File: src/rtl/gene_pkg.sv
// Shared types and constants for the alignment traceback path:
// op codes, matrix ids, direction-nibble encoding and memory geometry.
package gene_pkg;

  localparam int BANK_W = 4;
  localparam int ADDR_W = 9;
  localparam int WORD_W = 64;
  localparam int NIB_W  = 4;

  typedef enum logic [1:0] {
    OP_M = 2'd0,
    OP_I = 2'd1,
    OP_D = 2'd2
  } op_e;

  typedef enum logic [1:0] {
    MAT_V = 2'd0,
    MAT_I = 2'd1,
    MAT_D = 2'd2
  } mat_e;

  localparam logic [1:0] VC_STOP   = 2'd0;
  localparam logic [1:0] VC_DIAG   = 2'd1;
  localparam logic [1:0] VC_TAKE_I = 2'd2;
  localparam logic [1:0] VC_TAKE_D = 2'd3;

  localparam int I_EXT_BIT = 2;
  localparam int D_EXT_BIT = 3;

  function automatic logic [NIB_W-1:0] get_nib(input logic [WORD_W-1:0] word,
                                               input logic [3:0]        idx);
    return word[{idx, 2'b00} +: NIB_W];
  endfunction

endpackage

File: src/rtl/tb_addr_map.sv
// Maps a matrix cell to its direction-memory bank/address and pulls the
// cell's nibble out of each of the three 64-bit direction words.
module tb_addr_map
  import gene_pkg::*;
#(
  parameter int ROW_W = 8,
  parameter int COL_W = 9
) (
  input  logic [ROW_W-1:0]  i_row,
  input  logic [COL_W-1:0]  i_col,
  input  logic [WORD_W-1:0] i_word_v,
  input  logic [WORD_W-1:0] i_word_i,
  input  logic [WORD_W-1:0] i_word_d,
  output logic [BANK_W-1:0] o_bank,
  output logic [ADDR_W-1:0] o_addr,
  output logic [3:0]        o_nib_idx,
  output logic [NIB_W-1:0]  o_nib_v,
  output logic [NIB_W-1:0]  o_nib_i,
  output logic [NIB_W-1:0]  o_nib_d
);

  // Rows interleave across banks; each word packs 16 adjacent columns.
  assign o_bank    = i_row[3:0];
  assign o_addr    = {i_row[ROW_W-1:4], i_col[COL_W-1:4]};
  assign o_nib_idx = i_col[3:0];
  assign o_nib_v   = get_nib(i_word_v, i_col[3:0]);
  assign o_nib_i   = get_nib(i_word_i, i_col[3:0]);
  assign o_nib_d   = get_nib(i_word_d, i_col[3:0]);

endmodule

File: src/rtl/traceback_ctrl.sv
// Walks stored direction nibbles from an end cell back to the alignment
// start, emitting one M/I/D op per step on a valid/ready stream.
module traceback_ctrl
  import gene_pkg::*;
#(
  parameter int ROW_W = 8,
  parameter int COL_W = 9,
  parameter int LEN_W = 10
) (
  input  logic              i_clk,
  input  logic              i_rst_n,
  input  logic              i_start,
  input  logic [ROW_W-1:0]  i_row,
  input  logic [COL_W-1:0]  i_col,
  input  logic [1:0]        i_mat,
  output logic              o_mem_wen,
  output logic [BANK_W-1:0] o_mem_bank,
  output logic [ADDR_W-1:0] o_mem_addr,
  input  logic [WORD_W-1:0] i_dir_v,
  input  logic [WORD_W-1:0] i_dir_i,
  input  logic [WORD_W-1:0] i_dir_d,
  output logic              o_op_valid,
  output logic [1:0]        o_op,
  input  logic              i_op_ready,
  output logic              o_busy,
  output logic              o_done,
  output logic              o_edge,
  output logic [ROW_W-1:0]  o_end_row,
  output logic [COL_W-1:0]  o_end_col,
  output logic [LEN_W-1:0]  o_len
);

  typedef enum logic [2:0] {
    ST_IDLE   = 3'd0,
    ST_FETCH  = 3'd1,
    ST_DECIDE = 3'd2,
    ST_EMIT   = 3'd3,
    ST_DONE   = 3'd4
  } state_e;

  state_e             state_q, state_d;
  logic [ROW_W-1:0]   row_q, row_d, nrow_q, nrow_d, end_row_q, end_row_d;
  logic [COL_W-1:0]   col_q, col_d, ncol_q, ncol_d, end_col_q, end_col_d;
  mat_e               mat_q, mat_d, nmat_q, nmat_d;
  logic [LEN_W-1:0]   len_q, len_d;
  op_e                op_q, op_d;
  logic               op_valid_q, op_valid_d;
  logic               busy_q, busy_d;
  logic               done_q, done_d;
  logic               edge_q, edge_d;
  logic               term_edge_q, term_edge_d;

  logic [3:0]         nib_idx_s;
  logic [NIB_W-1:0]   nib_v_s, nib_i_s, nib_d_s;
  logic               stop_s, step_edge_s;
  op_e                step_op_s;
  mat_e               step_mat_s;
  logic [ROW_W-1:0]   step_row_s;
  logic [COL_W-1:0]   step_col_s;

  tb_addr_map #(.ROW_W(ROW_W), .COL_W(COL_W)) u_map (
    .i_row     (row_q),
    .i_col     (col_q),
    .i_word_v  (i_dir_v),
    .i_word_i  (i_dir_i),
    .i_word_d  (i_dir_d),
    .o_bank    (o_mem_bank),
    .o_addr    (o_mem_addr),
    .o_nib_idx (nib_idx_s),
    .o_nib_v   (nib_v_s),
    .o_nib_i   (nib_i_s),
    .o_nib_d   (nib_d_s)
  );

  // Resolve one traceback step; V take-I/D codes fold into the I/D move at the same cell.
  always_comb begin
    stop_s      = 1'b0;
    step_op_s   = OP_M;
    step_mat_s  = MAT_V;
    step_row_s  = row_q;
    step_col_s  = col_q;
    step_edge_s = 1'b0;
    if (mat_q == MAT_I) begin
      step_op_s = OP_I;
    end else if (mat_q == MAT_D) begin
      step_op_s = OP_D;
    end else begin
      case (nib_v_s[1:0])
        VC_STOP:   stop_s    = 1'b1;
        VC_DIAG:   step_op_s = OP_M;
        VC_TAKE_I: step_op_s = OP_I;
        VC_TAKE_D: step_op_s = OP_D;
        default:   stop_s    = 1'b1;
      endcase
    end
    case (step_op_s)
      OP_M: begin
        step_row_s  = (row_q == '0) ? row_q : row_q - ROW_W'(1);
        step_col_s  = (col_q == '0) ? col_q : col_q - COL_W'(1);
        step_edge_s = (row_q == '0) || (col_q == '0);
        step_mat_s  = MAT_V;
      end
      OP_I: begin
        step_row_s  = (row_q == '0) ? row_q : row_q - ROW_W'(1);
        step_edge_s = (row_q == '0);
        step_mat_s  = nib_i_s[I_EXT_BIT] ? MAT_I : MAT_V;
      end
      OP_D: begin
        step_col_s  = (col_q == '0) ? col_q : col_q - COL_W'(1);
        step_edge_s = (col_q == '0);
        step_mat_s  = nib_d_s[D_EXT_BIT] ? MAT_D : MAT_V;
      end
      default: begin
        stop_s = 1'b1;
      end
    endcase
  end

  // Next-state and registered-output logic of the walk FSM.
  always_comb begin
    state_d     = state_q;
    row_d       = row_q;
    col_d       = col_q;
    mat_d       = mat_q;
    nrow_d      = nrow_q;
    ncol_d      = ncol_q;
    nmat_d      = nmat_q;
    term_edge_d = term_edge_q;
    len_d       = len_q;
    op_d        = op_q;
    op_valid_d  = op_valid_q;
    busy_d      = busy_q;
    done_d      = 1'b0;
    edge_d      = edge_q;
    end_row_d   = end_row_q;
    end_col_d   = end_col_q;
    case (state_q)
      ST_IDLE: begin
        if (i_start) begin
          row_d   = i_row;
          col_d   = i_col;
          mat_d   = (i_mat == 2'd3) ? MAT_V : mat_e'(i_mat);
          len_d   = '0;
          busy_d  = 1'b1;
          state_d = ST_FETCH;
        end else begin
          state_d = ST_IDLE;
        end
      end
      ST_FETCH: begin
        state_d = ST_DECIDE;
      end
      ST_DECIDE: begin
        if (stop_s) begin
          state_d   = ST_DONE;
          done_d    = 1'b1;
          busy_d    = 1'b0;
          edge_d    = 1'b0;
          end_row_d = row_q;
          end_col_d = col_q;
        end else begin
          op_d        = step_op_s;
          op_valid_d  = 1'b1;
          nrow_d      = step_row_s;
          ncol_d      = step_col_s;
          nmat_d      = step_mat_s;
          term_edge_d = step_edge_s;
          state_d     = ST_EMIT;
        end
      end
      ST_EMIT: begin
        if (i_op_ready) begin
          op_valid_d = 1'b0;
          len_d      = (len_q == {LEN_W{1'b1}}) ? len_q : len_q + LEN_W'(1);
          row_d      = nrow_q;
          col_d      = ncol_q;
          mat_d      = nmat_q;
          if (term_edge_q) begin
            state_d   = ST_DONE;
            done_d    = 1'b1;
            busy_d    = 1'b0;
            edge_d    = 1'b1;
            end_row_d = nrow_q;
            end_col_d = ncol_q;
          end else begin
            state_d = ST_FETCH;
          end
        end else begin
          state_d = ST_EMIT;
        end
      end
      ST_DONE: begin
        state_d = ST_IDLE;
      end
      default: begin
        state_d    = ST_IDLE;
        op_valid_d = 1'b0;
        busy_d     = 1'b0;
      end
    endcase
  end

  // FSM state and output registers.
  always_ff @(posedge i_clk or negedge i_rst_n) begin
    if (!i_rst_n) begin
      state_q     <= ST_IDLE;
      row_q       <= '0;
      col_q       <= '0;
      mat_q       <= MAT_V;
      nrow_q      <= '0;
      ncol_q      <= '0;
      nmat_q      <= MAT_V;
      term_edge_q <= 1'b0;
      len_q       <= '0;
      op_q        <= OP_M;
      op_valid_q  <= 1'b0;
      busy_q      <= 1'b0;
      done_q      <= 1'b0;
      edge_q      <= 1'b0;
      end_row_q   <= '0;
      end_col_q   <= '0;
    end else begin
      state_q     <= state_d;
      row_q       <= row_d;
      col_q       <= col_d;
      mat_q       <= mat_d;
      nrow_q      <= nrow_d;
      ncol_q      <= ncol_d;
      nmat_q      <= nmat_d;
      term_edge_q <= term_edge_d;
      len_q       <= len_d;
      op_q        <= op_d;
      op_valid_q  <= op_valid_d;
      busy_q      <= busy_d;
      done_q      <= done_d;
      edge_q      <= edge_d;
      end_row_q   <= end_row_d;
      end_col_q   <= end_col_d;
    end
  end

  assign o_mem_wen  = 1'b1;
  assign o_op_valid = op_valid_q;
  assign o_op       = op_q;
  assign o_busy     = busy_q;
  assign o_done     = done_q;
  assign o_edge     = edge_q;
  assign o_end_row  = end_row_q;
  assign o_end_col  = end_col_q;
  assign o_len      = len_q;

endmodule

File: config.mk
export PLATFORM = sky130hd
export DESIGN_NAME = traceback_ctrl
export DESIGN_NICKNAME = d
export VERILOG_FILES = /design/src/rtl/gene_pkg.sv /design/src/rtl/tb_addr_map.sv /design/src/rtl/traceback_ctrl.sv
export SDC_FILE = /design/constraint.sdc
export NUM_CORES = 1
export LEC_CHECK = 0
export ABC_CLOCK_PERIOD_IN_PS = 2800
export CAP_MARGIN = 20
export CORE_ASPECT_RATIO = 1.4
export CORE_MARGIN = 2
export CORE_UTILIZATION = 34
export DETAILED_ROUTE_END_ITERATION = 10
export GPL_ROUTABILITY_DRIVEN = 0
export PLACE_DENSITY = 0.77
export RECOVER_POWER = 25
export SLEW_MARGIN = 20
export SYNTH_ARGS = -nofsm -noshare
export SYNTH_HDL_FRONTEND = slang
export SYNTH_SLANG_ARGS = --single-unit
File: constraint.sdc
create_clock -name i_clk -period 2.8 [get_ports i_clk]
set_clock_uncertainty 0.2 [all_clocks]
set_input_delay 0.42 -clock i_clk [delete_from_list [all_inputs] [get_ports i_clk]]
set_output_delay 0.42 -clock i_clk [all_outputs]
set_load 0.01 [all_outputs]
---- Word level (Yosys, flattened, before mapping) ----
Index checks and enable logic that the tools add are counted.
storage, ports and cells
  memories ................................ 0
  latch bits .............................. 0
  word-level logic and storage cells ...... 119
  memory bits (writable) .................. 0
  output and inout bits ................... 47
  memory bits (read-only) ................. 0
  flip-flop bits (word level) ............. 75
operators by class
  eq/ne operators ......................... 18
  muxes and demuxes ....................... 57
  bitwise gates (word level) .............. 3
  reductions and logical operators ........ 19
  magnitude comparators ................... 0
  multiply operators ...................... 0
  shift-type cells ........................ 3
  add/sub/neg operators ................... 3
  div/mod/pow operators ................... 0
operators with widths
  kind                                                  count
  variable part select 64 x 7 -> 2 bit                  1
  variable part select 64 x 7 -> 3 bit                  1
  variable part select 64 x 7 -> 4 bit                  1
  two-way mux 9 bit                                     7
  two-way mux 8 bit                                     7
  one-hot mux 9 bit (2 select lines)                    2
  one-hot mux 8 bit (2 select lines)                    2
  two-way mux 10 bit                                    3
  one-hot mux 10 bit (2 select lines)                   1
  two-way mux 1 bit                                     17
  two-way mux 2 bit                                     6
  inequality test 2 bit (second input constant)         6
  one-hot mux 2 bit (2 select lines)                    3
  one-hot mux 3 bit (4 select lines)                    1
  adder 10 x 1 -> 10 bit (second input constant)        1
  equality test 10 bit (second input constant)          1
  equality test 2 bit (second input constant)           5
  logical NOT 9 bit                                     1
  two-way mux 3 bit                                     3
  subtractor 9 x 1 -> 9 bit (second input constant)     1
  logical NOT 8 bit                                     1
  AND reduction 4 bit                                   2
  subtractor 8 x 1 -> 8 bit (second input constant)     1
  equality test 3 x 2 -> 1 bit (second input constant)  2
  16 further kinds                                      27

---- Longest topological paths before layout ----
  depth in word-level cells ............... 10
  gate-level depth with buffers ........... 14
  mapped depth without buffers ............ 11

---- Modules after synthesis ----
From an unflattened synthesis, not the netlist that was laid out.
unflattened totals
  cell total of the unflattened synthesis .. 526
  area, all modules ....................... 5,347.6 µm²
modules (own cells, without submodules)
  module          area an instance (µm²)  cells an instance  sequential area each (µm²)  times used
  traceback_ctrl  3,736.1                 407                1,876.8                     1
  tb_addr_map     1,611.5                 119                0.0                         1

---- Worst setup path before layout ----
No wires, ideal clock.
  path type ............................... reg2reg
  start point ............................. register col_q[0]
  end point ............................... register nrow_q[5]
  slack ................................... -0.232 ns
  arrival ................................. 2.737 ns
  path buffers ............................ 2
  clock period less this slack ............ 3.032 ns
  cell stages (with the launch flop) ...... 13
  required time ........................... 2.505 ns
  library setup time ...................... 0.095 ns
  path through ............................ dfrtp_1 -> buf_6 -> mux2_2 -> a32o_1 -> nor4_4 -> a211oi_1 -> nor2b_1 -> inv_1 -> ha_1 -> a31oi_4 -> nand3_1 -> buf_2 -> o31ai_1
on the way
  cells in the longest elaborated chain, start to end .. 10
  elaborated cells between the ends (all ways) .. 19
  those cells by class .................... eq/ne (4); shift (1); mux (8); bitwise (1); reduce/logical (5)
ends and longest elaborated chain
  element                                            line                   text
  start, declared                                    traceback_ctrl.sv:43   logic [COL_W-1:0] col_q, col_d, ncol_q, ncol_d, end_col_q, end_col_d;
  start signal, assigned                             traceback_ctrl.sv:225  col_q <= col_d;
  variable part select 64 x 7 -> 2 bit (*)           gene_pkg.sv:32         return word[{idx, 2'b00} +: NIB_W];
  equality test 2 bit                                traceback_ctrl.sv:88   case (nib_v_s[1:0])
  one-hot mux 2 bit (2 select lines) (*)             traceback_ctrl.sv:88
  two-way mux 2 bit (*)                              traceback_ctrl.sv:85   end else if (mat_q == MAT_D) begin
  two-way mux 2 bit (*)                              traceback_ctrl.sv:83   if (mat_q == MAT_I) begin
  net step_op_s[1]                                   traceback_ctrl.sv:56   op_e step_op_s;
  equality test 2 bit, or another cell as far along  traceback_ctrl.sv:96   case (step_op_s)
  OR reduction 3 bit (no source line)                --
  two-way mux 1 bit                                  traceback_ctrl.sv:96
  NOT 1 bit (no source line)                         --
  AND reduction 2 bit (no source line)               --
  end signal, assigned                               traceback_ctrl.sv:227  nrow_q <= nrow_d;
  end, declared                                      traceback_ctrl.sv:42   logic [ROW_W-1:0] row_q, row_d, nrow_q, nrow_d, end_row_q, end_row_d;
The timed path passes the listed nets; every way through them passes the cells marked *.
A chain may end at the register's enable or synchronous reset.

---- Final worst setup path ----
  start point ............................. register col_q[2]
  end point ............................... register nrow_q[5]
on the way
  cells in the longest elaborated chain, start to end .. 10
  elaborated cells between the ends (all ways) .. 19
  those cells by class .................... eq/ne (4); shift (1); mux (8); bitwise (1); reduce/logical (5)
ends and longest elaborated chain
  element                                            line
  variable part select 64 x 7 -> 2 bit (*)           gene_pkg.sv:32
  equality test 2 bit                                traceback_ctrl.sv:88
  one-hot mux 2 bit (2 select lines)                 traceback_ctrl.sv:88
  two-way mux 2 bit                                  traceback_ctrl.sv:85
  two-way mux 2 bit                                  traceback_ctrl.sv:83
  equality test 2 bit, or another cell as far along  traceback_ctrl.sv:96
  OR reduction 3 bit (no source line)                --
  two-way mux 1 bit                                  traceback_ctrl.sv:96
  NOT 1 bit (no source line)                         --
  AND reduction 2 bit (no source line)               --
Every way passes the cells marked *; elsewhere a longest branch is shown, timed or not.

==> impl_metrics.ini <==
[floorplan]
die-width_um = 99.8
initial_utilization_pct = 34.4
row_count = 49
fp.dieArea_um2 = 13800
design.portCount = 262
die_h_um = 138
core_region_area_um2 = 12700

[power_and_ir_drop]
pwr_density_cell_nw_per_um2 = 1280
p_leak_nw = 2.77
peakVddDrop_mv = 0.522

[synth]
synth_area_um2 = 4370
ys_top_cells_by_area = dfrtp_1, a21oi_1, mux4_2, nand2_1, o21ai_0
syn_avg_cell_area_um2 = 9.43
synth_seq_cells = 75
synth.yosys.warnings = 0
netlist.area_leader.share_pct = 43.0
dominant_cell_type_by_area_after_synthesis = dfrtp_1
ys_types = 51
synthesis.instances = 463
sequential_element_share_of_the_synthesized_area_pct = 43.0
asr_flop_ratio_synth_pct = 100
synth_enable_flop_cells = 0
synth_nets = 686
ys.flop_type = dfrtp_1

[placed_design]
post-place-ws_ns = -0.633
io_buffer_count = 132
dpl.hpwl_mm = 9.13
postPlaceCellArea_um2 = 6040

[status]
outcome = complete, but fails checks
failed_checks = capacitance limit, slew limit, setup timing

[cts]
cts_inserted_buffers = 9
clockRootBuffer = clkbuf_16
cts_buffer_depth = 2
worst_setup_hold_path_clk_slew_ns = 0.06
clock_insertion_delay_worst_skew_ns = 0.34
cts.htree.levels = 3
clock_tree_from_tritoncts = done
postCtsHoldBufs = 0
cts.sinks = 75

[timing]
timing_hold_violations_final = 0
tightestPinTransition_ns = 1.86
layout_min_cycle_time_ns = 3.07
finalWorstSetupSlack_ns = -0.269
clock.fmax_mhz = 326
rsz0062_at_grt = yes
final.hold.worst_slack_ns = 0.293
setup-violations-final = 45
setup_total_negative_slack_ns = -8.11
finalCritPeriodShare_pct = 110
finalMaxSlewViolations = 76
slew_headroom_pct = -24.2

[critical_path]
crit_path_cell_trace = buf_12, mux4_2, nand3_2, and4_4, a211oi_2, nor2b_1, buf_4, ha_4, nor2_4, nor4_4, nand2_1, xor2_1, o31ai_2
setup.worst_path.start_class = register
cp_top_family = simple AND/OR/NAND/NOR gates
crit_type = register to register
worst_setup_path_end_kind = register
setup_slack_reg_to_reg_ns = -0.27
path_buf_inv = 2
library_cell_contributing_the_largest_single_delay_on_the_critical_path = mux4_2
worstPathMaxFanout = 5
cp_data_required_time_ns = 2.84
worstRegToRegCells = 13
critical_path.max_stage_delay_ns = 0.51
critPathArrivalTime_ns = 3.11
reg2reg_from = col_q[2]
worstReg2RegEnd = nrow_q[5]

[detailed_routing]
dr.first_iter.drc_count = 241
detail_route.wl_per_cell_um = 16.7
vias_per_cell = 5.39
remaining_drc_errors = 0
firstDrtPassIters = 4
drt.antenna.violating_nets = 0
detail_route.wirelength_mm = 13.1
num_vias = 4236

[grt]
groute.usage.overall_pct = 18.5
gr-usage-met1_pct = 22.0
grt.met2_usage_pct = 31.3
global_route.peak_usage_layer = met2
antenna_violations_before_repair = 0
grt_first_pass_wirelength_mm = 20.7
grt-ovfl-total = 0
via_count_of_the_first_global_routing_pass = 4247
globalRouteMet3Util_pct = 4.80
maximum_number_of_pins_on_one_net_before_global_route_repair = 76

[final_layout]
nets = 851
drive_above_1_share_pct = 25.4
antennaDiodeCount = 0
design_area_um2 = 6850
area_growth_syn_to_layout_pct = 56.9

[worst_hold_path]
hold_class = register to register
timing.hold.worst_path_depth = 2
worstHoldEndpoint = ncol_q[2]
timing.hold.worst.start = ncol_q[2]

[run]
timing.max_cap.violations = 1
-- worst max-delay path by stage --
| stage | slack (ns) | cells past startpoint | end | start |
|---|---|---|---|---|
| 3_3_place_gp | -0.55 | 13 | ncol_q[4] | i_dir_v[57] |
| 5_1_grt | -0.41 | 13 | nrow_q[5] | col_q[2] |
| 4_1_cts | -0.18 | 13 | ncol_q[5] | col_q[2] |
| 3_5_place_dp | -0.63 | 13 | ncol_q[5] | i_dir_v[57] |
| 2_1_floorplan | -0.13 | 12 | nrow_q[5] | col_q[0] |
| 6_report | -0.27 | 13 | nrow_q[5] | col_q[2] |
-- routing by layer --
layer / vias to the layer above / wire (um)
met2: 181 / 6690
met1: 2039 / 5080
met4: 0 / 351
li1: 1989 / -
met3: 27 / 979
met5: - / 0
-- through the flow --
step | std cells | power (W) | utilization [%]
after floorplan | 463 | 0.00461 | -
after global placement | 752 | 0.00619 | 47.6
after detailed placement | 752 | 0.00633 | 47.6
after CTS | 778 | 0.00800 | 51.8
after global routing | 786 | 0.00939 | 54.0
final | 786 | 0.00879 | 54.0
-- report_power, final --
part | internal (W) | leakage (nW) | switching (W)
registers | 0.00157 | 0.927 | 0.000526
clock network | 0.000623 | 0.133 | 0.000449
logic | 0.00292 | 1.71 | 0.00271
total | 0.00511 | 2.77 | 0.00368
-- tightest hold or removal path: stages, from the launching register on --
cell	delay, ns
dfrtp_1	0.34
nand2_1	0.05
o21ai_1	0.06
-- placed cells by master (no fill, tap or decap), types with 10 or more instances in the layout --
cell type          n
o21ai_1           10
nor2_1            18
nor2_2            18
nand2_1           43
dfrtp_1           74
a21oi_1           60
and2_1            17
clkdlybuf4s50_1  131
mux4_2            14
clkbuf_16         11
buf_4             42
o21ai_0           23
nand3_1           12
-- sequential cells by signal, summed over array words and instances, names as in the netlist --
register	flops
o_len	10
col_q	9
ncol_q	9
o_end_col	9
nrow_q	8
o_end_row	8
row_q	8
state_q	3
mat_q	2
nmat_q	2
o_op	2
o_busy	1
o_done	1
o_edge	1
o_op_valid	1
term_edge_q	1
-- cell families (layout without fill, tap and decap cells) --
family                   Yosys count  after routing  share of synthesized area, %
adder cells (fa/ha/maj)            8              8                          2.29
other                              1              1                        0.0859
flip-flops                        75             75                          43.0
AO/OA/AOI/OAI                    135            135                          18.4
AND/OR/NAND/NOR                  162            162                          18.7
multiplexers                      22             22                          9.11
buffers and inverters             44            214                          5.21
XOR/XNOR                          16             16                          3.21
-- cell usage after synthesis (all sizes together), types with 3 or more instances --
cell type  count
nor3           7
o21ai         38
nand3b         4
o22ai          5
xnor2          9
a21oi         63
nor2          38
xor2           7
nor4           3
a31oi          7
and2          17
or3            4
nand2         51
mux4          14
mux2i          6
nor2b          3
nand3         17
o31ai          7
dfrtp         75
buf           20
ha             8
a211oi         6
clkbuf        16
inv            8
nand4          3
-- area by class of cell --
type	count	area [um2]
fillers	1072	5840
multi-input cells	344	2610
flip-flops and latches	75	1880
repair buffers	190	1870
clock buffers	12	246
well taps	153	191
inverters	8	30.0
clock inverters	4	26.3
-- what timing repair did --
action,CTS,global route
gates cloned,0,2
pin swaps,9,13
setup buffers,10,7
setup endpoints to repair,45,46
gates resized for setup,64,40
Note: power is estimated with default switching activity, not from simulation.
